File: config.mk
export PLATFORM = sky130hd
export DESIGN_NAME = fwd_hazard_ctrl
export DESIGN_NICKNAME = d
export VERILOG_FILES = /design/src/rtl/hazard_pkg.sv /design/src/rtl/fwd_match.sv /design/src/rtl/fwd_hazard_ctrl.sv
export SDC_FILE = /design/constraint.sdc
export NUM_CORES = 1
export LEC_CHECK = 0
export ABC_AREA = 0
export ABC_CLOCK_PERIOD_IN_PS = 5800
export CORE_UTILIZATION = 47
export CTS_CLUSTER_DIAMETER = 30
export DETAILED_ROUTE_END_ITERATION = 12
export PLACE_DENSITY = 0.86
export RECOVER_POWER = 50
export SKIP_LAST_GASP = 1
export SLEW_MARGIN = 40
export SYNTH_ARGS = -nofsm -noshare
export SYNTH_HDL_FRONTEND = slang
export SYNTH_SLANG_ARGS = --single-unit
File: constraint.sdc
create_clock -name clk_i -period 5.8 [get_ports clk_i]
set_input_delay 1.16 -clock clk_i [delete_from_list [all_inputs] [get_ports clk_i]]
set_output_delay 1.16 -clock clk_i [all_outputs]
set_load 0.005 [all_outputs]
File: src/rtl/hazard_pkg.sv
// Shared types and encodings for the forwarding / load-use hazard controller.
package hazard_pkg;

  typedef enum logic {
    IDLE  = 1'b0,
    STALL = 1'b1
  } state_e;

  // Select value 0 means the register file; stage k is encoded as k + SEL_STAGE_BASE.
  localparam int SEL_REGFILE    = 0;
  localparam int SEL_STAGE_BASE = 1;

  function automatic int sel_w(input int num_fwd);
    return $clog2(num_fwd + 1);
  endfunction

endpackage

File: src/rtl/fwd_match.sv
// Compares one EX-stage source register against every forwarding stage and
// returns the select of the nearest stage that writes it (0 = regfile).
module fwd_match
  import hazard_pkg::*;
#(
  parameter int NUM_FWD = 2,
  parameter int REG_AW  = 5,
  parameter int SEL_W   = 2
) (
  input  logic [NUM_FWD-1:0]        fwd_we_i,
  input  logic [NUM_FWD*REG_AW-1:0] fwd_rd_i,
  input  logic [REG_AW-1:0]         src_i,
  output logic [SEL_W-1:0]          sel_o
);

  // NOTE: every always_comb output gets a default first so no path leaves it
  // unassigned; otherwise synthesis infers a latch.
  always_comb begin
    sel_o = SEL_W'(SEL_REGFILE);
    // Walk farthest to nearest so the nearest match overwrites the others.
    for (int k = NUM_FWD - 1; k >= 0; k--) begin
      if (fwd_we_i[k] &&
          (fwd_rd_i[k*REG_AW +: REG_AW] != '0) &&
          (fwd_rd_i[k*REG_AW +: REG_AW] == src_i)) begin
        sel_o = SEL_W'(k + SEL_STAGE_BASE);
      end
    end
  end

endmodule

File: src/rtl/fwd_hazard_ctrl.sv
// Forwarding select generation for NUM_SRC operands plus load-use stall
// control that holds the front end for LOAD_LAT cycles after a load.
module fwd_hazard_ctrl
  import hazard_pkg::*;
#(
  parameter  int NUM_SRC  = 2,
  parameter  int NUM_FWD  = 2,
  parameter  int REG_AW   = 5,
  parameter  int LOAD_LAT = 1,
  localparam int SEL_W    = sel_w(NUM_FWD)
) (
  input  logic                      clk_i,
  input  logic                      rst_n,
  input  logic [NUM_FWD-1:0]        fwd_we_i,
  input  logic [NUM_FWD*REG_AW-1:0] fwd_rd_i,
  input  logic [NUM_SRC*REG_AW-1:0] ex_src_i,
  output logic [NUM_SRC*SEL_W-1:0]  fwd_sel_o,
  input  logic                      idex_mem_read_i,
  input  logic [REG_AW-1:0]         idex_rd_i,
  input  logic [NUM_SRC*REG_AW-1:0] id_src_i,
  input  logic [NUM_SRC-1:0]        id_src_used_i,
  input  logic                      hold_i,
  input  logic                      flush_i,
  output logic                      stall_o,
  output logic                      pc_write_o,
  output logic                      ifid_write_o,
  output logic                      idex_bubble_o,
  output logic [31:0]               stall_cycles_o
);

  localparam int CNT_W = $clog2(LOAD_LAT + 1);

  state_e             r_state;
  logic [CNT_W-1:0]   r_cnt;
  logic [31:0]        r_stall_cycles;
  logic               w_src_hit;
  logic               w_det;
  logic               w_stall;

  for (genvar i = 0; i < NUM_SRC; i++) begin : g_fwd
    fwd_match #(
      .NUM_FWD (NUM_FWD),
      .REG_AW  (REG_AW),
      .SEL_W   (SEL_W)
    ) u_fwd_match (
      .fwd_we_i (fwd_we_i),
      .fwd_rd_i (fwd_rd_i),
      .src_i    (ex_src_i[i*REG_AW +: REG_AW]),
      .sel_o    (fwd_sel_o[i*SEL_W +: SEL_W])
    );
  end

  always_comb begin
    w_src_hit = 1'b0;
    for (int i = 0; i < NUM_SRC; i++) begin
      if (id_src_used_i[i] && (id_src_i[i*REG_AW +: REG_AW] == idex_rd_i)) begin
        w_src_hit = 1'b1;
      end
    end
  end

  // A flushed or frozen ID stage cannot raise a hazard, nor can one in reset.
  assign w_det = idex_mem_read_i && (idex_rd_i != '0) && w_src_hit &&
                 !flush_i && !hold_i && rst_n;

  always_comb begin
    w_stall = w_det;
    if (r_state == STALL) w_stall = !flush_i;
  end

  // NOTE: sequential state uses non-blocking assignments so every register
  // samples the pre-edge values, independent of statement order.
  always_ff @(posedge clk_i or negedge rst_n) begin
    if (!rst_n) begin
      r_state <= IDLE;
      r_cnt   <= '0;
    end else begin
      case (r_state)
        IDLE: begin
          // A single-cycle latency is covered by the bubble issued in IDLE.
          if (w_det && (LOAD_LAT > 1)) begin
            r_state <= STALL;
            r_cnt   <= CNT_W'(LOAD_LAT - 1);
          end
        end
        STALL: begin
          if (flush_i) begin
            r_state <= IDLE;
            r_cnt   <= '0;
          end else if (!hold_i) begin
            if (r_cnt == CNT_W'(1)) r_state <= IDLE;
            r_cnt <= r_cnt - CNT_W'(1);
          end
        end
        default: begin
          r_state <= IDLE;
          r_cnt   <= '0;
        end
      endcase
    end
  end

  always_ff @(posedge clk_i or negedge rst_n) begin
    if (!rst_n) begin
      r_stall_cycles <= '0;
    end else if (w_stall && !hold_i && (r_stall_cycles != 32'hFFFF_FFFF)) begin
      r_stall_cycles <= r_stall_cycles + 32'd1;
    end
  end

  assign stall_o        = w_stall;
  assign pc_write_o     = !w_stall;
  assign ifid_write_o   = !w_stall;
  assign idex_bubble_o  = w_stall;
  assign stall_cycles_o = r_stall_cycles;

endmodule

==> flow_metrics.py, run 1 <==
metrics = {
    "sta": {
        "fin_tns_setup_ns": 0,
        "timing.fmax_ghz": 0.221,
        "final-setup-viol-count": 0,
        "fin_crit_sh": 0.780,
        "relSlewSlack": -0.226,
        "tightestPinTransition_ns": 1.84,
        "grt_setup_unrepaired": "false",
        "drv_slew": 35,
        "min_period_ns": 4.53,
        "skew_ns": 0.00708,
        "timing.final.hold_violations": 0,
    },
    "detailed_routing": {
        "finalWirelength_um": 5450,
        "first_pass_iters": 4,
        "routed_via_density": 5.40,
        "wl_per_cell_um": 15.2,
        "ant_nets": 0,
        "drc_errors": 0,
        "drtIter0Drc": 38,
        "route.vias.total": 1938,
    },
    "critical_path": {
        "r2r_slack_ns": 3.22,
        "path_max_fanout": 3,
        "end_kind": "output pin",
        "arrival_ns": 3.37,
        "critPathRequiredTime_ns": 4.64,
        "cp-start-kind": "primary input",
        "criticalPathCategory": "primary input to output pin",
    },
    "grt": {
        "antenna_found_initial": 0,
        "grt_pass1_wl_um": 8980,
        "grtUsageTotal": 0.233,
        "grt_max_degree": 35,
        "grt_overflow": 0,
        "grt_pass1_vias": 1963,
    },
    "synth": {
        "syn_nets": 265,
        "synthFlopType": "dfrtp_1",
        "yosysUniqueCellTypes": 33,
        "yosysSeqAreaShare": 0.403,
        "syn_avg_cell_area_um2": 9.61,
        "synth_top_area_cell": "dfrtp_1",
        "async_flop_share": 1.00,
        "yosys-top-cells-area": "dfrtp_1, xor2_1, xnor2_1, nor3_1, nor4_1",
        "synth-edff-count": 0,
        "synth_top_area_frac": 0.403,
        "yosysMostFrequentCell": "xor2_1",
        "synth_seq_cells": 34,
        "synthesis.instances": 220,
        "synthesis.area_mm2": 0.00211,
        "ys_top_cells_by_count": "xor2_1, dfrtp_1, xnor2_1",
        "ys_warn_count": 0,
    },
    "floorplan": {
        "core_area_mm2": 0.00432,
        "initial_core_util": 0.489,
        "die_w_um": 69.1,
        "die_y_um": 69.1,
        "rows": 24,
        "ios": 84,
        "die_area_mm2": 0.00477,
    },
    "clocking": {
        "cts_tree": "done",
        "cts_inserted_buffers": 5,
        "root_buffer": "clkbuf_8",
        "postCtsSetupBuffers": 0,
        "clock_latency_ns": 0.29,
        "clock-sinks": 34,
        "cts_hold_buf": 0,
        "htree_levels": 2,
        "clock_path_buffers": 2,
        "post_cts_resized": 0,
        "clk_pin_slew_worst_paths_ns": 0.07,
    },
    "power": {
        "power_per_cell_area_mw_per_mm2": 160,
        "fin_total_pwr_mw": 0.492,
        "max-vdd-ir-drop_mv": 0.178,
        "p_leak_nw": 1.40,
    },
    "placed_design": {
        "numPortBuffers": 83,
        "place_area_mm2": 0.00296,
        "gp_congestion": 0.878,
        "placedCellCount": 350,
        "dpl.hpwl_um": 4150,
    },
    "status": {
        "violations": "max-capacitance violations, max-slew violations",
        "status": "complete, but fails checks",
    },
    "flow_run": {
        "max_cap_violations": 1,
    },
    "finish": {
        "n_antenna_cell": 0,
        "design_area_mm2": 0.00308,
        "utilization": 0.712,
        "fin_cells": 359,
        "layout-drive-gt1-share": 0.0423,
        "syn_to_final_growth_pct": 45.6,
        "nets": 351,
    },
    "hold_path": {
        "hold_class": "flop to flop",
    },
}
[layout make-up]
class	instances	area, um2
clock buffers	7	86.3
inverters	10	37.5
fillers	333	1250
well taps	52	65.1
repair buffers	85	862
flip-flops and latches	34	851
clock inverters	1	5.00
multi-input cells	170	1170
[per-stage QoR]
step | setup WS, ns | hold WS [ns]
3_3_place_gp | 1.35 | 0.478
2_1_floorplan | 2.35 | 0.477
5_1_grt | 1.17 | 0.507
3_5_place_dp | 1.28 | 0.481
6_report | 1.27 | 0.487
4_1_cts | 1.28 | 0.495
[per-layer routing]
| layer | part of all wire | GRT usage | vias up | wire, um |
|---|---|---|---|---|
| met2 | 0.50 | 0.403 | 74 | 2740 |
| li1 | - | - | 937 | - |
| met5 | 0 | 0 | - | 0 |
| met1 | 0.42 | 0.286 | 919 | 2270 |
| met3 | 0.065 | 0.0629 | 8 | 353 |
| met4 | 0.015 | 0.0612 | 0 | 80 |
[critical path, cell delays in order]
cell	delay [ns]
clkdlybuf4s50_1	0.47
or4_1	0.56
o21ai_0	0.22
nor4_1	0.10
nor4_1	0.30
clkdlybuf4s50_1	0.55
[cell usage in the layout (no fill, tap or decap)]
cell,count
xor2_1,39
and3_1,2
a211oi_1,1
o211ai_4,1
nand2b_1,1
clkinv_2,1
dfrtp_1,34
clkdlybuf4s50_1,62
mux2_1,1
buf_16,1
or4_1,4
nand4_2,1
nand4_1,8
ha_1,1
nand3_1,10
o211a_1,1
and4_1,3
o21ai_0,2
a211o_1,1
nor2_1,15
or2_2,1
nor3_1,16
xnor2_1,22
a21boi_0,1
dlygate4sd3_1,21
clkbuf_8,6
nand2_1,18
o22ai_1,2
clkbuf_1,2
nor4_1,12
nand4_4,1
or4_4,1
o221ai_1,1
and2_1,1
inv_1,10
a21oi_1,3
[path summary, 6_finish.rpt]
check,startpoint,end,cells past startpoint
max,fwd_rd_i[0],fwd_sel_o[3],6
min,stall_cycles_o[30]$_DFFE_PN0P_,stall_cycles_o[30]$_DFFE_PN0P_,1
min in group asynchronous,rst_n,stall_cycles_o[29]$_DFFE_PN0P_,2
min reg2reg,stall_cycles_o[30]$_DFFE_PN0P_,stall_cycles_o[30]$_DFFE_PN0P_,1
max reg2reg,stall_cycles_o[2]$_DFFE_PN0P_,stall_cycles_o[1]$_DFFE_PN0P_,6
max in group asynchronous,rst_n,stall_cycles_o[0]$_DFFE_PN0P_,2
[logic make-up after synthesis]
| group | Yosys count | share of synthesized area |
|---|---|---|
| AOI/OAI and AO/OA | 13 | 0.0480 |
| xor gates and xnor gates | 61 | 0.253 |
| adders and majority gates | 1 | 0.00592 |
| buffers and inverters | 16 | 0.0432 |
| DFF | 34 | 0.403 |
| muxes | 1 | 0.00533 |
| and+or+nand+nor | 94 | 0.242 |
[power breakdown]
group	internal, mW	switching, mW
clock	0.0957	0.0858
combinational	0.0423	0.0284
sequential	0.238	0.00126
total	0.376	0.115
[flip-flops by register name, summed over array words and instances (netlist names)]
signal,count
stall_cycles_o,32
r_state,1
r_cnt,1
Power figures use the tool's default switching activity.
==> inputs of run 2 (changes only) <==
ABC_CLOCK_PERIOD_IN_PS = 3650   (was 5800)
CORE_UTILIZATION = 39   (was 47)
PLACE_DENSITY = 0.76   (was 0.86)
clock period = 3.65 ns   (was 5.8 ns; I/O delays follow)
==> flow_metrics.py, run 2 (synthesis gave the netlist of run 1 again) <==
metrics = {
    "floorplan": {
        "die_area_mm2": 0.00572,
        "die_y_um": 75.6,
        "die_w_um": 75.6,
        "initial_core_util": 0.409,
        "core_area_mm2": 0.00517,
        "ios": 84,
        "rows": 26,
    },
    "sta": {
        "skew_ns": 0.00349,
        "hold_ws_ns": 0.479,
        "relSlewSlack": -0.164,
        "tightestPinTransition_ns": 1.75,
        "fin_tns_setup_ns": 0,
        "timing.final.hold_violations": 0,
        "grt_setup_unrepaired": "false",
        "fin_crit_sh": 0.950,
        "min_period_ns": 3.47,
        "timing.fmax_ghz": 0.288,
        "final-setup-viol-count": 0,
        "drv_slew": 35,
    },
    "critical_path": {
        "path_cells": "clkdlybuf4s50_1 -> xnor2_1 -> nand4_1 -> o22ai_1 -> a21oi_1 -> or2_2 -> inv_1 -> clkdlybuf4s50_1",
        "reg2reg_depth": 5,
        "criticalPathCategory": "primary input to output pin",
        "path_max_fanout": 3,
        "arrival_ns": 2.74,
        "cp-start-kind": "primary input",
        "critical_path.slowest_cell": "clkdlybuf4s50_1",
        "critPathRequiredTime_ns": 2.92,
        "end_kind": "output pin",
        "cpMostUsedCell": "clkdlybuf4s50_1",
        "slowest_delay_ns": 0.54,
    },
    "detailed_routing": {
        "finalWirelength_um": 5230,
        "wl_per_cell_um": 13.8,
        "first_pass_iters": 4,
        "routed_via_density": 5.07,
        "drc_errors": 0,
        "drtIter0Drc": 30,
        "route.vias.total": 1923,
        "ant_nets": 0,
    },
    "power": {
        "fin_total_pwr_mw": 0.752,
        "power_per_cell_area_mw_per_mm2": 242,
        "max-vdd-ir-drop_mv": 0.232,
        "clkPwrFrac": 0.341,
        "internal_power_mw": 0.580,
        "switching_share": 0.229,
        "p_comb_frac": 0.153,
        "p_leak_nw": 1.44,
        "p_switching_mw": 0.172,
        "seq_power_share": 0.506,
    },
    "finish": {
        "nets": 354,
        "syn_to_final_growth_pct": 46.8,
        "n_antenna_cell": 0,
        "layout_commonest_cell": "clkdlybuf4s50_1",
        "layout-drive-gt1-share": 0.0518,
        "fin_cells": 379,
        "final_cell_mix": "clkdlybuf4s50_1, xor2_1, dfrtp_1",
        "largest_register_ffs": 32,
    },
    "grt": {
        "grt_pass1_wl_um": 8160,
        "grt_pass1_vias": 1856,
        "antenna_found_initial": 0,
        "grtUsageTotal": 0.188,
        "grt_max_degree": 35,
        "grt_overflow": 0,
    },
    "clocking": {
        "htree_levels": 2,
        "clock_path_buffers": 2,
        "clock-sinks": 34,
        "clock_latency_ns": 0.28,
        "root_buffer": "clkbuf_8",
        "cts_tree": "done",
        "cts_inserted_buffers": 5,
        "cts_hold_buf": 0,
        "clk_pin_slew_worst_paths_ns": 0.06,
    },
    "status": {
        "violations": "max-capacitance violations, max-slew violations",
        "status": "complete, but fails checks",
    },
    "placed_design": {
        "dpl.hpwl_um": 3960,
        "gp_congestion": 0.804,
        "numPortBuffers": 83,
        "placedCellCount": 372,
    },
    "hold_path": {
        "hold_path_depth": 1,
        "hold_class": "flop to flop",
    },
    "flow_run": {
        "max_cap_violations": 1,
    },
}
run 2: cell type report:
| cell class | instances | area [um2] |
|---|---|---|
| Clock buffer | 7 | 76.3 |
| Fill cell | 448 | 2070 |
| Inverter | 10 | 37.5 |
| Multi-Input combinational cell | 170 | 1180 |
| Sequential cell | 34 | 851 |
| Tap cell | 70 | 87.6 |
| Timing Repair Buffer | 88 | 870 |
run 2: path summary, 6_finish.rpt:
| check | startpoint | to | slack (ns) |
|---|---|---|---|
| min | stall_cycles_o[9]$_DFFE_PN0P_ | stall_cycles_o[9]$_DFFE_PN0P_ | 0.48 |
| max reg2reg | stall_cycles_o[3]$_DFFE_PN0P_ | stall_cycles_o[1]$_DFFE_PN0P_ | 0.90 |
| max in group asynchronous | rst_n | stall_cycles_o[8]$_DFFE_PN0P_ | 1.09 |
| max | idex_rd_i[4] | idex_bubble_o | 0.18 |
| min in group asynchronous | rst_n | stall_cycles_o[21]$_DFFE_PN0P_ | 1.54 |
| min reg2reg | stall_cycles_o[9]$_DFFE_PN0P_ | stall_cycles_o[9]$_DFFE_PN0P_ | 0.48 |
run 2: through the flow:
stage           util  worst slack [ns]  cell area, um2
3_3_place_gp   0.583            0.0956            3020
3_5_place_dp   0.583           0.00473            3020
5_1_grt        0.600            0.0443            3100
2_1_floorplan      -              1.06            2110
6_report       0.600             0.182            3100
4_1_cts        0.598           0.00299            3090
run 2: repair_timing:
item                       4_1_cts  5_1_grt
setup endpoints to repair        0        2
gates resized for setup          0        5
buffers inserted                 0        0
run 2: power groups by stage:
stage,Sequential [mW],Clock (mW),Combinational (mW)
2_1_floorplan,0.388,0,0.0364
3_3_place_gp,0.387,0,0.115
3_5_place_dp,0.387,0,0.117
4_1_cts,0.380,0.259,0.118
5_1_grt,0.380,0.275,0.127
6_report,0.380,0.256,0.115
run 2: worst max-delay path: cells and delay by family:
| kind | cells | cell delay, ns |
|---|---|---|
| AND/OR/NAND/NOR | 2 | 0.44 |
| XOR/XNOR | 1 | 0.14 |
| buffers and inverters | 3 | 1.10 |
| AO/OA/AOI/OAI | 2 | 0.32 |
run 2: metal layers:
layer,GRT usage,routed length (um),up-vias
met2,0.327,2430,70
li1,-,-,943
met4,0.0617,83,0
met5,0,0,-
met3,0.0450,423,8
met1,0.230,2290,902
==> inputs of run 3 (changes only) <==
CAP_MARGIN = 20   (was default)
CELL_PAD_IN_SITES_DETAIL_PLACEMENT = 1   (was default)
CELL_PAD_IN_SITES_GLOBAL_PLACEMENT = 2   (was default)
CORE_UTILIZATION = 23   (was 39)
PLACE_DENSITY = default   (was 0.76)
PLACE_DENSITY_LB_ADDON = 0.1   (was default)
==> flow_metrics.py, run 3 (synthesis gave the netlist of run 1 again) <==
metrics = {
    "detailed_routing": {
        "first_pass_iters": 8,
        "wl_per_cell_um": 15.1,
        "route.vias.total": 1923,
        "finalWirelength_um": 6350,
        "drc_errors": 22,
        "routed_via_density": 4.58,
        "ant_nets": 0,
        "drtIter0Drc": 50,
    },
    "critical_path": {
        "arrival_ns": 2.83,
        "end_kind": "output pin",
        "path_max_fanout": 3,
        "r2r-start": "stall_cycles_o[3]$_DFFE_PN0P_",
        "crit_path_start": "fwd_rd_i[5]",
        "cp-start-kind": "primary input",
        "reg2reg_depth": 6,
        "criticalPathCategory": "primary input to output pin",
        "critPathRequiredTime_ns": 2.92,
    },
    "sta": {
        "fin_tns_setup_ns": 0,
        "skew_ns": 0.00446,
        "drv_slew": 35,
        "final-setup-viol-count": 0,
        "timing.final.hold_violations": 0,
        "fin_crit_sh": 0.977,
        "min_period_ns": 3.56,
        "grt_setup_unrepaired": "false",
        "setup_slack_ns": 0.0851,
        "tightestPinTransition_ns": 1.90,
        "timing.fmax_ghz": 0.281,
        "relSlewSlack": -0.269,
    },
    "finish": {
        "layout_commonest_cell": "clkdlybuf4s50_1",
        "fill_cells": 1016,
        "design_area_mm2": 0.00319,
        "largest_register_ffs": 32,
        "nets": 357,
        "final_cell_mix": "clkdlybuf4s50_1, xor2_1, dfrtp_1",
        "layout-drive-gt1-share": 0.0641,
        "syn_to_final_growth_pct": 50.7,
        "n_antenna_cell": 0,
    },
    "power": {
        "internal_power_mw": 0.581,
        "p_leak_nw": 1.42,
        "switching_share": 0.235,
        "p_comb_frac": 0.159,
        "clkPwrFrac": 0.340,
        "max-vdd-ir-drop_mv": 0.168,
        "seq_power_share": 0.501,
        "power_per_cell_area_mw_per_mm2": 238,
        "p_switching_mw": 0.178,
    },
    "clocking": {
        "postCtsSetupBuffers": 0,
        "htree_levels": 2,
        "root_buffer": "clkbuf_8",
        "cts_hold_buf": 0,
        "clock-sinks": 34,
        "cts_tree": "done",
        "cts_inserted_buffers": 5,
        "clock_latency_ns": 0.28,
        "clk_pin_slew_worst_paths_ns": 0.07,
        "clock_path_buffers": 2,
    },
    "floorplan": {
        "die_area_mm2": 0.00958,
        "ios": 84,
        "rows": 34,
        "die_w_um": 97.9,
        "core_area_mm2": 0.00881,
        "die_y_um": 97.9,
        "initial_core_util": 0.240,
    },
    "grt": {
        "grt_pass1_vias": 2032,
        "grt_use_met1": 0.190,
        "use_met2": 0.220,
        "grt_max_degree": 35,
        "antenna_found_initial": 0,
        "grtUsageTotal": 0.137,
        "grt_pass1_wl_um": 10600,
        "use_met3": 0.0286,
        "grt_most_used_layer": "met2",
        "grt_overflow": 0,
    },
    "status": {
        "status": "complete, but fails checks",
        "violations": "design-rule violations, max-capacitance violations, max-slew violations",
    },
    "hold_path": {
        "hp-start": "stall_cycles_o[9]$_DFFE_PN0P_",
        "hold_class": "flop to flop",
        "hold_path_depth": 1,
    },
    "placed_design": {
        "gp_congestion": 0.681,
        "numPortBuffers": 83,
        "place_ws_ns": 0.0127,
        "place_area_mm2": 0.00310,
        "dpl.hpwl_um": 4920,
    },
    "flow_run": {
        "max_cap_violations": 1,
    },
}
[run 3: cell types whose count changed in the layout (fill, tap and decap cells not counted), sizes merged]
cell	previous run	this run
dlymetal6s2s	2	0
clkbuf	8	9
dlygate4sd3	21	19
buf	4	7
clkdlybuf4s50	60	63
[run 3: layout make-up]
cell class	count	area (um2)	area share
tap	108	135	0.0424
timing repair buffer	91	901	0.283
inverter	10	37.5	0.0118
clock buffer	7	76.3	0.0240
multi-input combinational	170	1180	0.372
sequential	34	851	0.267
[run 3: routing by layer]
layer | wire [um] | part of all wire
met3 | 452 | 0.071
met2 | 2940 | 0.46
met1 | 2900 | 0.46
met5 | 0 | 0
met4 | 56 | 0.0088
[run 3: power by group through the flow]
stage | logic, mW | clock network [mW] | registers [mW]
final | 0.121 | 0.258 | 0.380
after global routing | 0.133 | 0.283 | 0.380
after CTS | 0.123 | 0.276 | 0.380
after detailed placement | 0.122 | 0 | 0.388
after global placement | 0.122 | 0 | 0.388
after floorplan | 0.0364 | 0 | 0.388
[run 3: timing repair]
action	4_1_cts	5_1_grt
resized for setup	1	3
pin swaps	0	1
setup endpoints to repair	1	2
[run 3: stage by stage]
step	hold WS, ns	instances	utilization	total power [mW]
floorplan	0.434	220	-	0.424
global placement	0.485	412	0.349	0.509
detailed placement	0.480	413	0.352	0.509
CTS	0.494	420	0.361	0.779
global route	0.500	420	0.362	0.797
finish	0.482	420	0.362	0.760
[run 3: worst paths after layout]
path,to,slack (ns)
setup / recovery,fwd_sel_o[1],0.09
hold / removal,stall_cycles_o[9]$_DFFE_PN0P_,0.48
setup reg to reg,stall_cycles_o[1]$_DFFE_PN0P_,1.00
hold reg to reg,stall_cycles_o[9]$_DFFE_PN0P_,0.48
max in group asynchronous,stall_cycles_o[15]$_DFFE_PN0P_,1.30
min in group asynchronous,stall_cycles_o[0]$_DFFE_PN0P_,1.26
[run 3: worst max-delay path, cell delays in order]
cell and delay (ns):
clkdlybuf4s50_1 0.53, or4_1 0.13, o21ai_0 0.09, or4_4 0.56, nor4_2 0.27, clkdlybuf4s50_1 0.53
